File: config.mk
export PLATFORM = sky130hd
export DESIGN_NAME = draw_player_car
export DESIGN_NICKNAME = d
export VERILOG_FILES = /design/src/rtl/draw_player_car.sv
export SDC_FILE = /design/constraint.sdc
export NUM_CORES = 1
export LEC_CHECK = 0
export BUFFER_PORTS_ARGS = -buffer_cell sky130_fd_sc_hd__buf_2
export CAP_MARGIN = 15
export CORE_UTILIZATION = 30
export CTS_CLUSTER_SIZE = 25
export DETAILED_ROUTE_END_ITERATION = 10
export GPL_TIMING_DRIVEN = 0
export SKIP_CTS_REPAIR_TIMING = 1
export SYNTH_ARGS = -nofsm -noshare
export SYNTH_HDL_FRONTEND = slang
export SYNTH_SLANG_ARGS = --single-unit
File: constraint.sdc
create_clock -name pclk -period 1.9 [get_ports pclk]
set_input_delay 0 -clock pclk [delete_from_list [all_inputs] [get_ports pclk]]
set_output_delay 0 -clock pclk [all_outputs]
set_load 0.1 [all_outputs]
File: src/rtl/draw_player_car.sv
// Player car sprite compositor: overlays a CAR_W x CAR_H rectangle on the background video.
// Two-stage pipeline. Defining CAR_OUTLINE_EN adds a 1-pixel black outline.
module draw_player_car #(
    parameter int          CAR_W   = 32,
    parameter int          CAR_H   = 64,
    parameter logic [11:0] CAR_RGB = 12'hF00
) (
    input  logic        pclk,
    input  logic        rst,
    input  logic [10:0] vcount_in,
    input  logic [10:0] hcount_in,
    input  logic        vsync_in,
    input  logic        vblnk_in,
    input  logic        hsync_in,
    input  logic        hblnk_in,
    input  logic [11:0] rgb_in,
    input  logic [10:0] xpos,
    input  logic [10:0] ypos,
    output logic [10:0] vcount_out,
    output logic [10:0] hcount_out,
    output logic        vsync_out,
    output logic        vblnk_out,
    output logic        hsync_out,
    output logic        hblnk_out,
    output logic [11:0] rgb_out
);

    localparam logic [11:0] W12 = 12'(CAR_W);
    localparam logic [11:0] H12 = 12'(CAR_H);

    // 12-bit compare so base + len can never wrap back onto the screen.
    function automatic logic in_span(input logic [11:0] c, input logic [11:0] base,
                                     input logic [11:0] len);
        return (c >= base) && (c < base + len);
    endfunction

    function automatic logic on_border(input logic [11:0] c, input logic [11:0] base,
                                       input logic [11:0] len);
        return (c == base) || (c == base + len - 12'd1);
    endfunction

    logic [10:0] x_q, y_q;
    logic        car_valid_q;
    logic        vblnk_prev_q;
    logic        latch_d;

    logic [10:0] vcount_p1_q, hcount_p1_q;
    logic        vsync_p1_q, vblnk_p1_q, hsync_p1_q, hblnk_p1_q;
    logic [11:0] rgb_p1_q;
    logic        inside_p1_q, inside_d;
`ifdef CAR_OUTLINE_EN
    logic        border_p1_q, border_d;
`endif
    logic [11:0] rgb_d;

    always_comb begin
        latch_d  = vblnk_in && !vblnk_prev_q;
        inside_d = car_valid_q
                   && in_span({1'b0, hcount_in}, {1'b0, x_q}, W12)
                   && in_span({1'b0, vcount_in}, {1'b0, y_q}, H12);
`ifdef CAR_OUTLINE_EN
        border_d = on_border({1'b0, hcount_in}, {1'b0, x_q}, W12)
                   || on_border({1'b0, vcount_in}, {1'b0, y_q}, H12);
`endif
    end

    always_comb begin
        rgb_d = rgb_p1_q;
        if (hblnk_p1_q || vblnk_p1_q)
            rgb_d = 12'h000;
        else if (inside_p1_q)
`ifdef CAR_OUTLINE_EN
            rgb_d = border_p1_q ? 12'h000 : CAR_RGB;
`else
            rgb_d = CAR_RGB;
`endif
    end

    always_ff @(posedge pclk) begin
        if (rst) begin
            x_q          <= '0;
            y_q          <= '0;
            car_valid_q  <= 1'b0;
            vblnk_prev_q <= 1'b0;
            vcount_p1_q  <= '0;
            hcount_p1_q  <= '0;
            vsync_p1_q   <= 1'b0;
            vblnk_p1_q   <= 1'b0;
            hsync_p1_q   <= 1'b0;
            hblnk_p1_q   <= 1'b0;
            rgb_p1_q     <= '0;
            inside_p1_q  <= 1'b0;
`ifdef CAR_OUTLINE_EN
            border_p1_q  <= 1'b0;
`endif
            vcount_out   <= '0;
            hcount_out   <= '0;
            vsync_out    <= 1'b0;
            vblnk_out    <= 1'b0;
            hsync_out    <= 1'b0;
            hblnk_out    <= 1'b0;
            rgb_out      <= '0;
        end else begin
            vblnk_prev_q <= vblnk_in;
            // Position only moves at frame start so the car never tears.
            if (latch_d) begin
                x_q         <= xpos;
                y_q         <= ypos;
                car_valid_q <= 1'b1;
            end
            // p1: delayed timing plus inside test
            vcount_p1_q <= vcount_in;
            hcount_p1_q <= hcount_in;
            vsync_p1_q  <= vsync_in;
            vblnk_p1_q  <= vblnk_in;
            hsync_p1_q  <= hsync_in;
            hblnk_p1_q  <= hblnk_in;
            rgb_p1_q    <= rgb_in;
            inside_p1_q <= inside_d;
`ifdef CAR_OUTLINE_EN
            border_p1_q <= border_d;
`endif
            // p2: composited output
            vcount_out  <= vcount_p1_q;
            hcount_out  <= hcount_p1_q;
            vsync_out   <= vsync_p1_q;
            vblnk_out   <= vblnk_p1_q;
            hsync_out   <= hsync_p1_q;
            hblnk_out   <= hblnk_p1_q;
            rgb_out     <= rgb_d;
        end
    end

endmodule

After elaboration in Yosys (flattened, before gate mapping)
Cells that the tools add are included.

word-level totals
  logic and storage cells = 35
  input bits = 62
  flip-flop bits (word level) = 100
  output and inout port bits = 38

cells by class
  add/sub/neg operators = 2
  reductions and logical operators = 9
  mux-type cells = 1
  magnitude comparators = 4

operators with widths
  cell                                                              count
  11-bit by 12-bit less-than comparator with 1-bit output           2
  11-bit >= comparator                                              2
  11-bit by 6-bit adder with 12-bit output (second input constant)  1
  11-bit by 7-bit adder with 12-bit output (second input constant)  1
  12-bit two-way mux                                                1
  1-bit logical AND                                                 5
  3-bit OR reduction                                                1
  2-bit OR reduction                                                1
  1-bit zero test                                                   1
  1-bit logical OR                                                  1

Depth between registers and ports, before layout
  word-level depth = 5
  gate-level depth with buffers = 9
  mapped depth without buffers = 9

Worst setup path after synthesis
OpenSTA, ideal clock, no wires.

  kind = register to register
  start = register x_q[5]
  end = register inside_p1_q
  clock period less this slack = 2,057 ps
  data required time = 1,772 ps
  buffers on the path = 0
  setup time = 128 ps
  path slack = -157 ps
  stages on the path, launching flop included = 10
  data arrival time = 1,929 ps
  cells stage by stage = dfxtp_1 > ha_1 > nand3_1 > xnor2_1 > ha_1 > nand4_1 > or3_1 > a211o_1 > o2111ai_1 > nor4_2

between the ends
  cells in the longest elaborated chain, start to end = 5
  elaborated cells on any way between the ends = 6
  those cells by class = add/sub: 1; order compare: 2; reduce/logical: 3

RTL lines
  item                                                     RTL line  text
  from (decl)                                              42        logic [10:0] x_q, y_q;
  from (signal assigned)                                   107       x_q <= xpos;
  11-bit by 6-bit adder with 12-bit output                 34        return (c >= base) && (c < base + len);
  11-bit by 12-bit less-than comparator with 1-bit output  34
  1-bit logical AND (*)                                    34
  1-bit logical AND (*)                                    59        && in_span({1'b0, hcount_in}, {1'b0, x_q}, W12)
  1-bit logical AND (*)                                    60        && in_span({1'b0, vcount_in}, {1'b0, y_q}, H12);
  to (signal assigned)                                     119       inside_p1_q <= inside_d;
  to (decl)                                                50        logic inside_p1_q, inside_d;

Mark *: on every way between the ends. The rest lies on a longest branch, timed or not.
A chain may end at the register's enable or synchronous reset.

Worst setup path in the final report
  start = register x_q[6]
  end = register inside_p1_q

Same word-level chain as after synthesis.

==> out/qor.txt <==
STA
-------------------------------------------------------------------------------
Setup repair after global routing missed its margin                        true
Number of setup violations in the final report                                1
Final critical-path required period                                     2075 ps
Final sum of negative setup slack                                     -174.5 ps
Final Slew Violations                                                         0
Fmax                                                                  482.0 MHz
Hold Fails Final Rpt                                                          0
Min Hold Slack                                                         96.74 ps
Final clock period utilization by the worst path                         109.2%
Clk_skew                                                               7.509 ps
Worst-Margin Slew                                                      603.7 ps
Final worst-path setup slack                                          -174.5 ps
Slew margin rel.                                                         59.42%

LOGIC SYNTHESIS
-------------------------------------------------------------------------------
Top-area cell type share of the netlist area                             51.80%
Post-synth EDFFs                                                              0
Cells after synthesis                                                       398
Mapped Area                                                        0.003865 mm^2
Fraction of registers with async set/reset                                   0%
Sequential-to-total area share from yosys stat                           51.80%
Warnings from Yosys                                                           0
Count of different cell masters after synthesis                              36
Nets in the synthesized netlist                                             495
Biggest area contributors in the synthesized netlist               sky130_fd_sc_hd__dfxtp_1 52%, sky130_fd_sc_hd__ha_1 11%, sky130_fd_sc_hd__nor2b_1 11%
Avg Cell Area, Syn                                                   9.711 um^2
Post-synthesis cell type with the largest combined area            sky130_fd_sc_hd__dfxtp_1
Register bit count reported by yosys                                        100
Post-synth top flop                                                sky130_fd_sc_hd__dfxtp_1

FLOORPLAN
-------------------------------------------------------------------------------
Area enclosed by the die boundary                                  0.01334 mm^2
Starting Density                                                         30.75%
Io pins                                                                     100
Core Box Area                                                      0.01257 mm^2
Std-Cell Rows                                                                41
Die width                                                              115.5 um
Chip height                                                            115.5 um

SETUP PATH
-------------------------------------------------------------------------------
Crit Path Max Fanout                                                          4
Crit path required time                                                 2110 ps
Startpoint class of the critical path                                 flip-flop
Critical path class                                                flip-flop to flip-flop
Category of the worst setup path capture point                        flip-flop
CP Data Arrival Time                                                    2290 ps

PLACED DESIGN
-------------------------------------------------------------------------------
DPL Wire Length                                                         6681 um
Port buffer count                                                            98
Post-DP Area                                                       0.004617 mm^2
Post-Place Worst Slack                                                -226.2 ps
Routability Congestion                                                   0.7570
Number of instances in the placed design                                    668

GLOBAL ROUTE
-------------------------------------------------------------------------------
Met3 track utilization from global routing                               3.713%
Met1 usage in global routing                                             16.38%
Vias in the first global route                                            2,810
Pin count of the biggest net entering global routing                         18
Routing layer with the top usage in global route                           met2
Overall track demand over capacity in global routing                     13.21%
Met2 Track Usage GR                                                      21.20%
Antenna violations before repair                                              0
First-pass GRT wire length                                            13,320 um
Total congestion overflow after global routing                                0

CLOCK TREE
-------------------------------------------------------------------------------
Clock transition at the registers of the reported paths                   70 ps
Number of clock sinks seen by CTS                                           100
Deepest level of the CTS H-tree                                               3
Number of buffers inserted during clock tree synthesis                        9
Insertion delay to the later sink of the worst-skew pair                 340 ps
Root cell of the clock tree                                        sky130_fd_sc_hd__clkbuf_16
Clock tree from TritonCTS                                                   yes
Clock Path Buffers                                                            2

LAYOUT
-------------------------------------------------------------------------------
Most common cell after layout, fill and taps aside                 sky130_fd_sc_hd__buf_2
Area growth from synthesis to layout                                     45.19%
Final cell count without fillers                                            749
Antenna Cells                                                                 0
Nets                                                                        669
Share of layout cells above drive strength 1                             24.26%
Post-route cell area                                               0.005612 mm^2
Commonest non-fill, non-tap cells in the layout                    100 x sky130_fd_sc_hd__buf_2, 93 x sky130_fd_sc_hd__dfxtp_1, 65 x sky130_fd_sc_hd__nor2b_1, 60 x sky130_fd_sc_hd__dlygate4sd3_1, 52 x sky130_fd_sc_hd__nand2_1

RUN
-------------------------------------------------------------------------------
Maximum Capacitance Violations                                                0

OUTCOME
-------------------------------------------------------------------------------
Violated checks                                                    negative setup slack
Status                                                             finished with violations

DETAILED ROUTING
-------------------------------------------------------------------------------
First drt pass iteration count                                                4
Routed Wire Length                                                      8978 um
Vias per inst                                                             4.140
Routed via count                                                          3,101
Final ANT Viol Nets                                                           0
Number of DRC markers after the initial detailed-route iteration            150
Routed len/inst                                                        11.99 um
DRC viols                                                                     0

PWR
-------------------------------------------------------------------------------
Pwr per Cell Area                                                  892.2 mW/mm^2
Maximum vdd drop                                                      0.4271 mV
Static leakage                                                         2.444 nW

HOLD PATH
-------------------------------------------------------------------------------
Worst hold path type                                               primary input to flip-flop

==> per-layer routing <==
metal  vias to the layer above  part of all wire (%)
met5                         -                     0
met1                      1356                    48
met4                         0                   1.5
li1                       1652                     -
met2                        81                    45
met3                        12                   5.7
==> final cells by class <==
type	instances	area, um^2
tap	172	215.2
clock buffer	9	225.2
timing repair buffer	163	1129
buffer	14	55.05
sequential	100	2023
fill	1232	6957
inverter	27	101.3
clock inverter	7	98.84
multi-input combinational	257	1764
==> cells in the mapped netlist (all sizes together), types with 2 or more instances <==
library cell	n
o21ai	4
nand2b	3
inv	27
o21a	5
a2111oi	2
clkbuf	11
nand3	11
a21oi	36
buf	3
nor4	2
nor2b	65
o211ai	2
and2	8
nand2	52
dfxtp	100
ha	35
nor3	2
and3	3
xnor2	7
o2111ai	2
nor2	6
==> kinds of logic after synthesis <==
| family | count (synthesis) | share of synthesized area (%) |
|---|---|---|
| xor gates and xnor gates | 7 | 1.586 |
| adders and majority gates | 35 | 11.33 |
| and+or+nand+nor | 157 | 21.69 |
| buffers and inverters | 41 | 4.047 |
| AOI/OAI and AO/OA | 58 | 9.551 |
| DFF | 100 | 51.80 |
==> through the flow <==
stage | total power [mW] | utilization (%)
floorplan | 2.789 | -
global placement | 2.967 | 36.73
detailed placement | 2.986 | 36.73
CTS | 4.948 | 39.31
global route | 5.218 | 44.65
finish | 5.007 | 44.65
==> registers in the layout, summed over array words and instances (netlist names), 11 cells and up <==
register,count
rgb_out,12
x_q,11
hcount_p1_q,11
vcount_p1_q,11
y_q,11
rgb_p1_q,12
vcount_out,11
hcount_out,11
==> worst max-delay path, cell delays in order (launching register included) <==
cell and delay (ps):
sky130_fd_sc_hd__dfxtp_4 370, sky130_fd_sc_hd__ha_4 150, sky130_fd_sc_hd__nand3_4 60, sky130_fd_sc_hd__xnor2_2 130, sky130_fd_sc_hd__ha_1 310, sky130_fd_sc_hd__nand4_1 130
sky130_fd_sc_hd__or3_1 360, sky130_fd_sc_hd__a211o_1 250, sky130_fd_sc_hd__o2111ai_2 90, sky130_fd_sc_hd__nor4_2 80
==> final timing paths <==
check	from	to	slack [ps]	cells past startpoint
worst max-delay path	x_q[6]	inside_p1_q	-170	9
worst min-delay path	rst	inside_p1_q	100	4
worst max register to register	x_q[6]	inside_p1_q	-170	9
worst min register to register	rgb_p1_q[6]	rgb_out[6]	430	1
==> power breakdown <==
group          switching [mW]  total (mW)  internal, mW
Clock                   0.802        1.96          1.16
Sequential             0.0381        2.23          2.19
Combinational           0.500       0.813         0.313
Power figures use the tool's default switching activity.
